## config.mk

```make
export PLATFORM = sky130hd
export DESIGN_NAME = regfile_wb_arbiter_flat
export DESIGN_NICKNAME = d
export VERILOG_FILES = /design/src/rtl/regfile_wb_arbiter_if.sv /design/src/rtl/regfile_wb_arbiter.sv /design/src/flat_wrapper.sv
export SDC_FILE = /design/constraint.sdc
export NUM_CORES = 1
export LEC_CHECK = 0
export BUFFER_PORTS_ARGS = -buffer_cell sky130_fd_sc_hd__clkbuf_2
export CAP_MARGIN = 20
export CORE_MARGIN = 2
export CORE_UTILIZATION = 55
export CTS_BUF_LIST = sky130_fd_sc_hd__clkbuf_2
export DETAILED_ROUTE_END_ITERATION = 16
export PLACE_DENSITY = 0.89
export SYNTH_ARGS = -nofsm -noshare
export SYNTH_HDL_FRONTEND = slang
export SYNTH_SLANG_ARGS = --single-unit
```

## constraint.sdc

```tcl
create_clock -name clk -period 8.4 [get_ports clk]
set_input_delay 2.52 -clock clk [delete_from_list [all_inputs] [get_ports clk]]
set_output_delay 2.52 -clock clk [all_outputs]
set_load 0.1 [all_outputs]
```

## src/rtl/regfile_wb_arbiter_if.sv

```systemverilog
// Bundles the writeback, MDU result, issue and decode-check signals of the
// register-file write-port arbiter; master = pipeline side, slave = arbiter.
interface regfile_wb_arbiter_if;
    logic        wb_valid;
    logic [4:0]  wb_rd;
    logic [63:0] wb_data;
    logic        mdu_valid;
    logic [4:0]  mdu_rd;
    logic [63:0] mdu_data;
    logic        mdu_ready;
    logic        iss_valid;
    logic [4:0]  iss_rd;
    logic [4:0]  rs1;
    logic [4:0]  rs2;
    logic        hazard;
    logic        iss_waw;
    logic        wb_stall;
    logic        rf_we;
    logic [4:0]  rf_waddr;
    logic [63:0] rf_wdata;

    modport master (
        output wb_valid, wb_rd, wb_data,
        output mdu_valid, mdu_rd, mdu_data,
        output iss_valid, iss_rd, rs1, rs2,
        input  mdu_ready, hazard, iss_waw, wb_stall,
        input  rf_we, rf_waddr, rf_wdata
    );

    modport slave (
        input  wb_valid, wb_rd, wb_data,
        input  mdu_valid, mdu_rd, mdu_data,
        input  iss_valid, iss_rd, rs1, rs2,
        output mdu_ready, hazard, iss_waw, wb_stall,
        output rf_we, rf_waddr, rf_wdata
    );
endinterface

```

## src/rtl/regfile_wb_arbiter.sv

```systemverilog
// Shares one register-file write port between the pipeline writeback and a
// one-entry MDU result buffer, and tracks in-flight MDU destinations.
module regfile_wb_arbiter (
    input  logic                   clk,
    input  logic                   rst,
    regfile_wb_arbiter_if.slave    bus
);

    logic        buf_valid_q, buf_valid_d;
    logic [4:0]  buf_rd_q, buf_rd_d;
    logic [63:0] buf_data_q, buf_data_d;
    logic [1:0]  age_q, age_d;
    logic [31:0] busy_q, busy_d;
    logic        wb_stall_q, wb_stall_d;

    logic        wb_write;
    logic        drain;
    logic        load;

    always_comb begin
        wb_write = bus.wb_valid && (bus.wb_rd != '0);
        drain    = buf_valid_q && !wb_write;
        // load requires an empty buffer, so it can never coincide with a drain
        load     = bus.mdu_valid && !buf_valid_q && (bus.mdu_rd != '0);

        bus.rf_we    = 1'b0;
        bus.rf_waddr = '0;
        bus.rf_wdata = '0;
        if (wb_write) begin
            bus.rf_we    = 1'b1;
            bus.rf_waddr = bus.wb_rd;
            bus.rf_wdata = bus.wb_data;
        end else if (drain) begin
            bus.rf_we    = 1'b1;
            bus.rf_waddr = buf_rd_q;
            bus.rf_wdata = buf_data_q;
        end

        buf_valid_d = buf_valid_q;
        buf_rd_d    = buf_rd_q;
        buf_data_d  = buf_data_q;
        if (load) begin
            buf_valid_d = 1'b1;
            buf_rd_d    = bus.mdu_rd;
            buf_data_d  = bus.mdu_data;
        end else if (drain) begin
            buf_valid_d = 1'b0;
        end

        if (!buf_valid_d || load) begin
            age_d = '0;
        end else if (age_q != 2'd3) begin
            age_d = age_q + 2'd1;
        end else begin
            age_d = age_q;
        end
        wb_stall_d = buf_valid_d && (age_d == 2'd3);

        // set is applied after clear so a same-index issue wins
        busy_d = busy_q;
        if (drain) begin
            busy_d[buf_rd_q] = 1'b0;
        end
        if (bus.iss_valid && (bus.iss_rd != '0)) begin
            busy_d[bus.iss_rd] = 1'b1;
        end
        busy_d[0] = 1'b0;
    end

    always_ff @(posedge clk or posedge rst) begin
        if (rst) begin
            buf_valid_q <= 1'b0;
            buf_rd_q    <= '0;
            buf_data_q  <= '0;
            age_q       <= '0;
            busy_q      <= '0;
            wb_stall_q  <= 1'b0;
        end else begin
            buf_valid_q <= buf_valid_d;
            buf_rd_q    <= buf_rd_d;
            buf_data_q  <= buf_data_d;
            age_q       <= age_d;
            busy_q      <= busy_d;
            wb_stall_q  <= wb_stall_d;
        end
    end

    assign bus.mdu_ready = !buf_valid_q;
    assign bus.hazard    = busy_q[bus.rs1] || busy_q[bus.rs2];
    assign bus.iss_waw   = busy_q[bus.iss_rd];
    assign bus.wb_stall  = wb_stall_q;

endmodule

```

## src/flat_wrapper.sv

```systemverilog
// flat-port wrapper written by rule: the top's interface ports become plain ports
module regfile_wb_arbiter_flat 
  (clk, rst, bus_wb_valid, bus_wb_rd, bus_wb_data, bus_mdu_valid, bus_mdu_rd, bus_mdu_data, bus_iss_valid, bus_iss_rd, bus_rs1, bus_rs2, bus_mdu_ready, bus_hazard, bus_iss_waw, bus_wb_stall, bus_rf_we, bus_rf_waddr, bus_rf_wdata);
  regfile_wb_arbiter_if bus_i ();
  input  logic clk;
  input  logic rst;
  input wire logic [$bits(bus_i.wb_valid)-1:0] bus_wb_valid;
  input wire logic [$bits(bus_i.wb_rd)-1:0] bus_wb_rd;
  input wire logic [$bits(bus_i.wb_data)-1:0] bus_wb_data;
  input wire logic [$bits(bus_i.mdu_valid)-1:0] bus_mdu_valid;
  input wire logic [$bits(bus_i.mdu_rd)-1:0] bus_mdu_rd;
  input wire logic [$bits(bus_i.mdu_data)-1:0] bus_mdu_data;
  input wire logic [$bits(bus_i.iss_valid)-1:0] bus_iss_valid;
  input wire logic [$bits(bus_i.iss_rd)-1:0] bus_iss_rd;
  input wire logic [$bits(bus_i.rs1)-1:0] bus_rs1;
  input wire logic [$bits(bus_i.rs2)-1:0] bus_rs2;
  output wire logic [$bits(bus_i.mdu_ready)-1:0] bus_mdu_ready;
  output wire logic [$bits(bus_i.hazard)-1:0] bus_hazard;
  output wire logic [$bits(bus_i.iss_waw)-1:0] bus_iss_waw;
  output wire logic [$bits(bus_i.wb_stall)-1:0] bus_wb_stall;
  output wire logic [$bits(bus_i.rf_we)-1:0] bus_rf_we;
  output wire logic [$bits(bus_i.rf_waddr)-1:0] bus_rf_waddr;
  output wire logic [$bits(bus_i.rf_wdata)-1:0] bus_rf_wdata;
  assign bus_i.wb_valid = bus_wb_valid;
  assign bus_i.wb_rd = bus_wb_rd;
  assign bus_i.wb_data = bus_wb_data;
  assign bus_i.mdu_valid = bus_mdu_valid;
  assign bus_i.mdu_rd = bus_mdu_rd;
  assign bus_i.mdu_data = bus_mdu_data;
  assign bus_i.iss_valid = bus_iss_valid;
  assign bus_i.iss_rd = bus_iss_rd;
  assign bus_i.rs1 = bus_rs1;
  assign bus_i.rs2 = bus_rs2;
  assign bus_mdu_ready = bus_i.mdu_ready;
  assign bus_hazard = bus_i.hazard;
  assign bus_iss_waw = bus_i.iss_waw;
  assign bus_wb_stall = bus_i.wb_stall;
  assign bus_rf_we = bus_i.rf_we;
  assign bus_rf_waddr = bus_i.rf_waddr;
  assign bus_rf_wdata = bus_i.rf_wdata;
  regfile_wb_arbiter u_core (.clk(clk), .rst(rst), .bus(bus_i));
endmodule
```

==> metrics <==
status completed; Clock Latency Late Sink 600 ps; final worst-path cycle share 84.9%; hold-fix buffer count after cts 0; total power draw 1.83 mW; stage delay of the slowest cell on the critical path 570 ps; Static Leakage 3.56 nW; net switching power figure 866 uW; sinks on the clock net 104; setup tns final 0 ps; capturing point of the worst reg2reg path u_core.buf_data_q[10]; vias in the first global route 5,612; net count after synthesis 760; Netlist Area Pre-Place 5830 um^2; count of maximum capacitance violations 0; worst-path cell chain clkbuf_2 -> mux4_2 -> mux4_2 -> mux2_2 -> clkbuf_2; count of input and output buffers 231; fraction of the core area covered by cells at the end of the flow 69.0%; Synth-to-Final Area Change 22.1%; Worst path depth 5; Reg power frac 41.9%; switching part of the total 47.4%; endpoint class of the critical path primary output; startpoint-to-endpoint class of the critical path in2out; Placer Congestion 0.968; WL met2 9.18 mm; max_slew headroom 42.6%; cells on worst reg2reg path 5; Syn Inst Count 602; CP max-delay cell sky130_fd_sc_hd__mux4_2; M1 wire length 6.76 mm; clock share of power 12.8%; met3 WL 1.46 mm; combined global-route utilization of all metal layers 31.9%; postcts setup bufs 0; Max IR drop VDD 0.186 mV; count of boundary I/O pins 232; Yosys cell types 37; slack of the worst reg-to-reg path 5620 ps; internal power consumption 962 uW; clock tree from TritonCTS done; detailed-route DRC error count 0; maximum number of pins on one net before global-route repair 77; number of vias per cell 5.95; overall die area 11,400 um^2; register clock-pin slew on the reported worst setup and hold paths 270 ps; hold path startpoint u_core.age_q[0]; initial cell density of the core 56.5%; number of nets with antenna violations after detailed routing 0; mean instance size in the synthesized netlist 9.69 um^2; Clock Root Buffer sky130_fd_sc_hd__clkbuf_2; origin of the worst setup path bus_iss_rd[0]; buffers plus inverters on the worst setup path 2; Iter 0 DRT Violations 375; RSZ-0062 raised after global routing false; final WL 17.9 mm; floorplan die height 107 um; die extent in x 107 um; number of antenna violations at the first check in global routing 0; number of setup violations in the final report 0; Worst R2R Start u_core.buf_valid_q; core footprint 10,300 um^2; slew at the pin closest to its max-slew limit 861 ps; number of hold violations in the final report 0; site row count 37; arrival time of data at the critical path endpoint 4610 ps; CTS resizes 0; Max Used Layer met4; fraction of power consumed by combinational cells 45.3%; average wire length per cell after detail routing 19.0 um; #FFs+latches synth 104; Worst setup SP type input port; power density over the cells 257 nW/um^2; hold endpoint u_core.age_q[0]; classification of the worst-slack hold path reg2reg; Antenna diodes 0; number of optimization iterations in the first detailed-route pass 7; number of clock buffers inserted by TritonCTS 9; final-report max-slew violation count 0; HPWL after DPL 13.3 mm; clock skew after layout 45.1 ps; Final Hold Slack 500 ps; family with the most delay on the worst path multiplexers; required time of the critical path 5880 ps; maximum buffer depth of the clock tree 2; Net count, final 958; WHS Path Cells 1; GRT Residual Overflow 0; Max Clk Rate 140 MHz; vias post-DR 5,602; shortest clock period the worst path allows after layout 7130 ps; Yosys Warn Count 0; sequential share of the synthesized area 44.6%; first-pass GRT wire length 28.2 mm; H-tree levels 3; share of cells above drive strength 1 42.9%; worst-path fanout max 19
state kept, by name, summed over array words and instances (netlist names):
signal and cells:
u_core.buf_data_q 64, u_core.busy_q 31, u_core.buf_rd_q 5, u_core.age_q 2
u_core.buf_valid_q 1, u_core.bus.wb_stall 1
worst reg2reg max path: stages (launching register included):
cell	delay [ps]
sky130_fd_sc_hd__dfrtp_2	410
sky130_fd_sc_hd__buf_4	580
sky130_fd_sc_hd__nor2b_1	290
sky130_fd_sc_hd__o21ai_4	340
sky130_fd_sc_hd__buf_4	620
sky130_fd_sc_hd__mux2_2	450
metal layers:
metal | track usage (%) | up-vias
li1 | - | 2519
met1 | 39.7 | 2738
met2 | 53.6 | 302
met3 | 7.11 | 43
met4 | 13.7 | 0
met5 | 0 | -
logic make-up after synthesis:
kind of cell | synth area share, %
AND/OR/NAND/NOR | 20.2
flip-flops | 44.6
multiplexers | 22.7
AO/OA/AOI/OAI | 8.78
buffers and inverters | 3.71
cells in the final DEF, fill, tap and decap left out, types with 2 or more instances in the layout:
cell                        instances
sky130_fd_sc_hd__or4_1              2
sky130_fd_sc_hd__nor2b_1            4
sky130_fd_sc_hd__nand3b_1           6
sky130_fd_sc_hd__nand2_1          159
sky130_fd_sc_hd__nand4_1            2
sky130_fd_sc_hd__a21oi_1            8
sky130_fd_sc_hd__o41ai_1            4
sky130_fd_sc_hd__a21o_1             2
sky130_fd_sc_hd__mux2_2            68
sky130_fd_sc_hd__buf_4              5
sky130_fd_sc_hd__clkbuf_2         240
sky130_fd_sc_hd__nor3_1             2
sky130_fd_sc_hd__dfrtp_1          103
sky130_fd_sc_hd__o31ai_1            6
sky130_fd_sc_hd__nand4b_1           2
sky130_fd_sc_hd__o2bb2ai_1          3
sky130_fd_sc_hd__nor2_1             9
sky130_fd_sc_hd__clkinv_1           3
sky130_fd_sc_hd__nand3_1           72
sky130_fd_sc_hd__inv_1              4
sky130_fd_sc_hd__o211ai_1           5
sky130_fd_sc_hd__o21ai_0           45
sky130_fd_sc_hd__a32o_1             2
sky130_fd_sc_hd__mux2i_1            6
sky130_fd_sc_hd__mux4_2            22
sky130_fd_sc_hd__nand2b_1           4
Yosys cell counts (all sizes together):
| master | n | area share [%] |
|---|---|---|
| a21o | 2 | 0.26 |
| a21oi | 8 | 0.69 |
| a22o | 1 | 0.15 |
| a31oi | 1 | 0.11 |
| a32o | 2 | 0.34 |
| and3b | 1 | 0.15 |
| buf | 13 | 1.1 |
| clkbuf | 36 | 2.3 |
| dfrtp | 104 | 45 |
| inv | 5 | 0.32 |
| mux2 | 68 | 13 |
| mux2i | 6 | 1.0 |
| mux4 | 22 | 8.5 |
| nand2 | 159 | 10 |
| nand2b | 4 | 0.43 |
| nand3 | 72 | 6.2 |
| nand3b | 6 | 0.77 |
| nand4 | 2 | 0.21 |
| nand4b | 2 | 0.30 |
| nor2 | 9 | 0.58 |
| nor2b | 4 | 0.43 |
| nor3 | 2 | 0.17 |
| nor3b | 1 | 0.13 |
| nor4 | 1 | 0.11 |
| o211ai | 5 | 0.64 |
| o21ai | 46 | 3.9 |
| o2bb2ai | 3 | 0.45 |
| o31a | 1 | 0.15 |
| o31ai | 6 | 0.77 |
| o41a | 1 | 0.19 |
| o41ai | 5 | 1.1 |
| or2 | 1 | 0.11 |
| or3b | 1 | 0.15 |
| or4 | 2 | 0.26 |
worst max path at each step:
stage | to | slack [ps]
floorplan | bus_rf_waddr[2] | 330
global placement | bus_iss_waw | 1300
detailed placement | bus_iss_waw | 1270
CTS | bus_iss_waw | 1260
global route | bus_iss_waw | 1180
finish | bus_iss_waw | 1270
per-stage QoR:
| stage | worst slack (ps) | std cells | area, um^2 |
|---|---|---|---|
| 2_1_floorplan | 329 | 602 | 5830 |
| 3_3_place_gp | 1300 | 925 | 7010 |
| 3_5_place_dp | 1270 | 925 | 7010 |
| 4_1_cts | 1260 | 941 | 7120 |
| 5_1_grt | 1180 | 941 | 7120 |
| 6_report | 1270 | 941 | 7120 |
final cells by class:
class	instances	area, um^2
inverter	5	21.3
clock inverter	7	62.6
multi-input combinational	444	3020
tap	136	170
timing repair buffer	236	1190
clock buffer	9	45.0
fill	773	3200
sequential	104	2600
power by group through the flow:
stage	logic, mW	clock network, mW	registers [mW]
final	0.829	0.234	0.766
after floorplan	0.697	0	0.706
after detailed placement	0.826	0	0.769
after global routing	0.876	0.255	0.781
after CTS	0.827	0.237	0.758
after global placement	0.803	0	0.755
No activity file was read; power rests on OpenSTA's default activity.
